$ cat src/rtl/multisim_data_downsizer.sv
// Buffers 64-bit words from the DPI server stage in a small FIFO and replays
// each word as OUT_WIDTH-bit beats, least-significant slice first.
module multisim_data_downsizer #(
  parameter int OUT_WIDTH  = 16,
  parameter int FIFO_DEPTH = 4
) (
  input  logic                          clk,
  input  logic                          rst_n,
  input  logic                          in_vld,
  output logic                          in_rdy,
  input  logic [63:0]                   in_data,
  output logic                          out_vld,
  input  logic                          out_rdy,
  output logic [OUT_WIDTH-1:0]          out_data,
  output logic                          out_last,
  output logic [$clog2(FIFO_DEPTH):0]   fifo_level
);
  localparam int BEATS = 64 / OUT_WIDTH;
  localparam int BW    = (BEATS > 1) ? $clog2(BEATS) : 1;
  localparam int PW    = $clog2(FIFO_DEPTH);
  localparam int LW    = PW + 1;

  localparam logic [0:0] ST_IDLE = 1'b0;
  localparam logic [0:0] ST_SEND = 1'b1;

  logic [63:0]   mem_q [FIFO_DEPTH];
  logic [PW-1:0] wr_ptr_q, wr_ptr_d, rd_ptr_q, rd_ptr_d;
  logic [LW-1:0] level_q, level_d;
  logic [0:0]    state_q, state_d;
  logic [BW-1:0] b_q, b_d;
  logic [63:0]   word_q, word_d;

  logic full, empty, push, pop, hs, last;

  always_comb begin
    full  = (level_q == LW'(FIFO_DEPTH));
    empty = (level_q == '0);
    // in_rdy looks only at registered state, never at in_vld
    in_rdy = rst_n && !full;
    push  = in_vld && in_rdy;
    last  = (b_q == BW'(BEATS - 1));
    hs    = (state_q == ST_SEND) && out_rdy;
    // Pop when idle, or when the last beat leaves so the next word follows with no bubble
    pop   = !empty && ((state_q == ST_IDLE) || (hs && last));

    wr_ptr_d = wr_ptr_q;
    rd_ptr_d = rd_ptr_q;
    state_d  = state_q;
    b_d      = b_q;
    word_d   = word_q;
    level_d  = level_q + LW'(push) - LW'(pop);

    if (push) wr_ptr_d = wr_ptr_q + 1'b1;

    if (pop) begin
      rd_ptr_d = rd_ptr_q + 1'b1;
      word_d   = mem_q[rd_ptr_q];
      b_d      = '0;
      state_d  = ST_SEND;
    end else if (hs) begin
      if (last) state_d = ST_IDLE;
      else      b_d     = b_q + 1'b1;
    end
  end

  always_ff @(posedge clk or negedge rst_n) begin
    if (!rst_n) begin
      wr_ptr_q <= '0;
      rd_ptr_q <= '0;
      level_q  <= '0;
      state_q  <= ST_IDLE;
      b_q      <= '0;
      word_q   <= '0;
    end else begin
      wr_ptr_q <= wr_ptr_d;
      rd_ptr_q <= rd_ptr_d;
      level_q  <= level_d;
      state_q  <= state_d;
      b_q      <= b_d;
      word_q   <= word_d;
    end
  end

  // Storage needs no reset: only entries behind the pointers are ever read
  always_ff @(posedge clk) begin
    if (push) mem_q[wr_ptr_q] <= in_data;
  end

  assign out_vld    = (state_q == ST_SEND);
  assign out_last   = out_vld && last;
  assign fifo_level = level_q;

  if (BEATS == 1) begin : g_pass
    assign out_data = out_vld ? word_q : '0;
  end else begin : g_split
    assign out_data = out_vld ? word_q[b_q*OUT_WIDTH +: OUT_WIDTH] : '0;
  end

  a_in_stable: assert property (@(posedge clk) disable iff (!rst_n)
    (in_vld && !in_rdy) |=> $stable(in_data));
  a_level_max: assert property (@(posedge clk) disable iff (!rst_n)
    level_q <= LW'(FIFO_DEPTH));
endmodule

$ cat config.mk
export PLATFORM = sky130hd
export DESIGN_NAME = multisim_data_downsizer
export DESIGN_NICKNAME = d
export VERILOG_FILES = /design/src/rtl/multisim_data_downsizer.sv
export SDC_FILE = /design/constraint.sdc
export NUM_CORES = 1
export LEC_CHECK = 0
export ABC_CLOCK_PERIOD_IN_PS = 3200
export BUFFER_PORTS_ARGS = -buffer_cell sky130_fd_sc_hd__buf_2
export CAP_MARGIN = 40
export CORE_MARGIN = 4
export CORE_UTILIZATION = 45
export DETAILED_ROUTE_END_ITERATION = 7
export PLACE_DENSITY = 0.63
export RECOVER_POWER = 100
export SETUP_SLACK_MARGIN = 0.3
export SYNTH_ARGS = -nofsm -noshare
export SYNTH_HDL_FRONTEND = slang
export SYNTH_SLANG_ARGS = --single-unit
$ cat constraint.sdc
create_clock -name clk -period 3.2 [get_ports clk]
set_input_delay 0.16 -clock clk [delete_from_list [all_inputs] [get_ports clk]]
set_output_delay 0.16 -clock clk [all_outputs]
set_load 0.02 [all_outputs]
======== Yosys cells after proc, flatten, opt, wreduce, memory -nomap -nowiden ========
Memory sizes are Yosys's and may differ from the RTL's. A register that Yosys moved wholly into a read port is not among the register bits.
Cells that the tools add are included.
cells by class
  $mul .................................... 0
  reduce and logical (&&, ||, !) cells .... 15
  equality and inequality tests ........... 3
  $lt $le $gt $ge ......................... 0
  bitwise gates (word level) .............. 1
  divide/modulo/power cells ............... 0
  add/subtract/negate cells ............... 5
  shift operators ......................... 1
  muxes and demuxes ....................... 9
operators by type and width
  cell                   count
  $shiftx A64 B7 Y16     1
  $mux W16               1
  $add A2 B1 Y2 const B  3
  $logic_and A1 B1 Y1    6
  $mux W2                3
  $mux W1                5
  $reduce_and A2 Y1      2
  $reduce_bool A2 Y1     2
  $add A3 B1 Y3          1
  $eq A3 B3 Y1 const B   1
  $logic_not A1 Y1       3
  $logic_not A3 Y1       1
  $sub A3 B1 Y3          1
  $eq A2 B2 Y1 const B   1
  $ne A2 B2 Y1 const B   1
  $logic_or A1 B1 Y1     1
  $not A1 Y1             1
word-level totals
  input bits .............................. 68
  ROM bits ................................ 0
  bits in latches ......................... 0
  flip-flop bits (word level) ............. 10
  memory bits (writable) .................. 256
  memories ................................ 1
memory list
  name   depth  width  rd ports  clocked after memory_dff  wr ports  RTL line  RTL
  mem_q  4      64     1         1                         1         26        logic [63:0] mem_q [FIFO_DEPTH];

======== Depth between registers and ports, before layout ========
  word-level depth ........................ 6
  mapped depth ............................ 11

======== Worst setup path after synthesis ========
No wires, ideal clock.
  kind .................................... register -> register
  start point ............................. register level_q[1] (netlist: fifo_level[1])
  end point ............................... memory mem_q[0][0] (enable)
  data required time ...................... 2771 ps
  arrival time ............................ 2514 ps
  library setup time ...................... 429 ps
  cell stages (with the launch flop) ...... 4
  path slack .............................. 258 ps
  path through ............................ dfrtp_1 -> nor2_1 -> a21oi_1 -> and2_1
between the ends
  cells in the longest elaborated chain, start to end .. 6
ends and longest elaborated chain
  what                           RTL line  RTL
  start, declared                28        logic [LW-1:0] level_q, level_d;
  start signal, assigned         77        level_q <= level_d;
  $eq A3 B3 Y1                   36        full = (level_q == LW'(FIFO_DEPTH));
  $logic_not A1 Y1               39        in_rdy = rst_n && !full;
  $logic_and A1 B1 Y1            39
  $logic_and A1 B1 Y1            40        push = in_vld && in_rdy;
  $mux W1                        86        if (push) mem_q[wr_ptr_q] <= in_data;
  $mux W1 (not written as such)  86
  end, declared                  26
Every way passes these cells.

======== Worst setup path in the final report ========
  start point ............................. input rst_n
  end point ............................... memory mem_q[0][59] (enable)
between the ends
  cells in the longest elaborated chain, start to end .. 4
ends and longest elaborated chain
  what                           RTL line  RTL
  start, declared                8         input logic rst_n,
  $logic_and A1 B1 Y1            39
  $logic_and A1 B1 Y1            40
  $mux W1                        86
  $mux W1 (not written as such)  86
Every way passes these cells.

==> results.md <==
- The capturing element type of the critical path is a register.
- The number of warnings issued by yosys is 0.
- After technology mapping, the gate count stands at 560.
- The number of nets at the end of the flow is 815.
- Port buffering added 89 buffers.
- Setup repair after global routing left no endpoint under its margin.
- Max-cap violations in this run came to 0.
- The core area is 27,900 µm².
- The number of synthesized register bits is 330.
- The fraction of final layout cells sized beyond drive strength 1 is 0.259.
- The number of levels in the clock H-tree is 2.
- The starting density of the core is 0.459.
- The post-route clock skew is 0.0126 ns.
- The static leakage is 5.21 nW.
- The total congestion overflow is 0.
- The category of the worst setup path launch point is an input port.
- The share of the clock period used by the worst path after layout is 0.822.
- The layout-stage area growth over the synthesis result is 19.2%.
- The flow ran to the end, and the final reports show no timing, DRC or antenna violations.
- The mean routed wirelength per cell is 22.2 µm.
- After detailed routing, no signal wire sits above met4.
- The sequential fraction of the synthesis area is 0.745.
- The final-report max-slew violation count is 0.
- The routability congestion estimate is 0.716.
- Dividing the detail-routed via count by the number of cells gives 5.28.
- The detailed-routed wire length on met3 is 1.47 mm.
- The die covers 31,200 µm².
- In this run the remaining antenna-violating nets after routing total 0.
- The class of the most critical setup path is input port to register.
- The overall via count from detail_route is 6,033.
- The CTS tree is yes.
- Summed over all nets, wire length on met2 after detailed routing comes to 12.7 mm.
- The final critical-path required period is 2.63 ns.
- The wire-length estimate of the detail-placed layout is 14.4 mm.
- In this run the horizontal extent of the chip is 177 µm.
- The data required time of the critical path is 3.32 ns.
- Setup violations remaining at the end of the flow were counted as 0.
- In the routed design, unresolved DRC markers number 0.
- In this run the mean area of a mapped cell was 22.9 µm².
- Once layout is complete, the utilization of the core stands at 0.547.
- The completed layout was analyzed and its total power is 13.6 mW.
- The final sum of negative setup slack is 0 ns.
- The number of global-route vias before repair is 6,822.
- The tightest slew margin relative to the limit is 0.0860.
- The number of buffers added by the clock tree synthesis step is 34.
- The number of antenna violations at the first check in global routing is 1.
- After detailed routing, the wire length on met1 is 10.8 mm.
- The tightest hold margin is 0.0440 ns.
- The number of nets handed over by synthesis was 636.
- After filler insertion, the fill cell instance count of the layout stands at 2,214.
- The longest clock path from root to sink contains 3 buffers.
- Based on the critical path, the design can be clocked at up to 380 MHz.
- The number of placement rows is 61.
- For the worst-skew pair, the clock arrives at the later sink with an insertion delay of 0.51 ns.
- The power density over cell area is 892 nW/µm².
- The number of primary I/O pins is 90.
- The area of the mapped netlist is 12,800 µm².
- The type of the worst min-delay path is input port to register.
- The hold violation total from the final report came to 0.
- The total setup buffers inserted after CTS is 0.
- Entering global routing, the biggest net connects 65 pins.
- The number of DRC markers after the initial detailed-route iteration is 351.
- Counting every sink on the clock net gives 330.
- The arrival time at the worst endpoint is 2.75 ns.
- In this run the worst path has a maximum fanout of 64.
- The worst-case IR drop observed on VDD is 583 µV.
- The tree is rooted in a clkbuf_16.
- Summed over all layers, the routed wires come to 25.4 mm.
- The global-route wire length before repair is 40.0 mm.
- The die is 177 µm tall.
- After clock tree synthesis, the clock-pin slew on the worst setup and hold paths is 0.06 ns.
- For this run, the total global-route usage over all layers was measured as 0.169.
- Synthesis instantiated 29 different standard cells from the library.
- The number of gates resized after CTS is 0.
- The pre-antenna-repair detailed-routing pass consisted of 4 iterations.
- The actual transition at the worst max-transition pin is 1.37 ns.
-- cell usage after synthesis --
master | n | share of area
a21bo_2 | 1 | 0.00078
clkbuf_1 | 5 | 0.0015
fa_1 | 1 | 0.0016
ha_1 | 7 | 0.0068
and2_4 | 1 | 0.00068
nand2_1 | 1 | 0.00029
nand2b_1 | 2 | 0.00098
a21boi_0 | 1 | 0.00059
mux4_2 | 80 | 0.14
mux2i_1 | 1 | 0.00078
or3_4 | 1 | 0.00088
mux2_2 | 27 | 0.024
a22o_1 | 2 | 0.0014
nor2_1 | 1 | 0.00029
o22ai_1 | 1 | 0.00049
inv_1 | 9 | 0.0026
and2_1 | 21 | 0.010
a21oi_1 | 2 | 0.00078
buf_8 | 1 | 0.0012
xnor2_1 | 3 | 0.0021
buf_1 | 3 | 0.00088
xor2_1 | 2 | 0.0014
buf_6 | 4 | 0.0035
buf_4 | 4 | 0.0023
edfxtp_1 | 256 | 0.60
mux2_4 | 38 | 0.045
buf_2 | 10 | 0.0039
nand3_1 | 1 | 0.00039
dfrtp_1 | 74 | 0.14
-- layout make-up --
type / instances / area, µm² / area share
antenna: 1 / 2.50 / 0.000164
timing repair buffer: 170 / 1150 / 0.0756
clock buffer: 49 / 1000 / 0.0656
sequential: 330 / 9540 / 0.625
tap: 378 / 473 / 0.0310
inverter: 9 / 33.8 / 0.00221
multi-input combinational: 194 / 2930 / 0.192
clock inverter: 12 / 130 / 0.00852
-- where the power goes --
part	switching (mW)	total, mW	leakage [nW]	internal, mW
Combinational	1.83	3.72	1.48	1.89
Clock	1.53	3.95	0.556	2.41
Sequential	0.457	5.96	3.18	5.50
Total	3.82	13.6	5.21	9.81
-- through the flow --
stage	area, µm²	setup slack (ns)	std cells
CTS	15600	0.769	1142
global route	15300	0.309	1143
detailed placement	13800	0.791	1016
finish	15300	0.571	1143
global placement	13700	0.938	1015
floorplan	12800	0.565	560
-- flip-flops by register name (all words and copies together) (netlist names) --
signal and count:
mem_q 256, out_vld 1, wr_ptr_q 2, rd_ptr_q 2, fifo_level 3, b_q 2
word_q 64
-- worst max-delay path, stage by stage --
cell	delay, ns
dlygate4sd3_1	0.52
clkbuf_1	0.40
nand2_1	0.10
a21oi_1	0.42
and2_2	0.22
clkbuf_4	0.88
-- cells in the final DEF (no fill, tap or decap), drive strengths merged, types with 7 or more instances in the layout --
cell type and instances:
dlygate4sd3 65, ha 7, dfrtp 74, mux4 80
edfxtp 256, and2 22, clkinv 9, clkbuf 126
buf 28, inv 9, mux2 65
-- what timing repair did --
| action | CTS | global route |
|---|---|---|
| endpoints found under the setup margin | 0 | 0 |
| hold endpoints to repair | 280 | 0 |
| hold buffers | 65 | 0 |
-- path summary, 6_finish.rpt --
path / start / depth (start not counted) / endpoint / slack (ns)
max: rst_n / 6 / mem_q[0][59]$_DFFE_PP_ / 0.57
min: out_rdy / 3 / out_vld$_DFFE_PN0P_ / 0.04
max reg2reg: rd_ptr_q[0]$_DFFE_PN0P_ / 3 / word_q[8]$_DFFE_PN0P_ / 0.59
min reg2reg: word_q[35]$_DFFE_PN0P_ / 1 / word_q[35]$_DFFE_PN0P_ / 0.48
max in group asynchronous: rst_n / 4 / word_q[17]$_DFFE_PN0P_ / 0.90
min in group asynchronous: rst_n / 3 / word_q[31]$_DFFE_PN0P_ / 0.62
-- metal layers --
layer  GRT usage  vias up
met4      0.0355        0
met2       0.283      163
met5           0        -
li1            -     2642
met1       0.230     3190
met3      0.0391       38
-- kinds of logic (layout without fill, tap and decap cells) --
| logic type | after synthesis | count (layout) | synth area share |
|---|---|---|---|
| fa+ha+maj | 8 | 8 | 0.00840 |
| simple gates | 28 | 28 | 0.0138 |
| flops | 330 | 330 | 0.745 |
| buf+inv | 36 | 240 | 0.0159 |
| compound gates | 7 | 7 | 0.00401 |
| other cells | 0 | 1 | 0 |
| mux | 146 | 146 | 0.210 |
| xor+xnor | 5 | 5 | 0.00342 |
No activity file was read; power rests on OpenSTA's default activity.
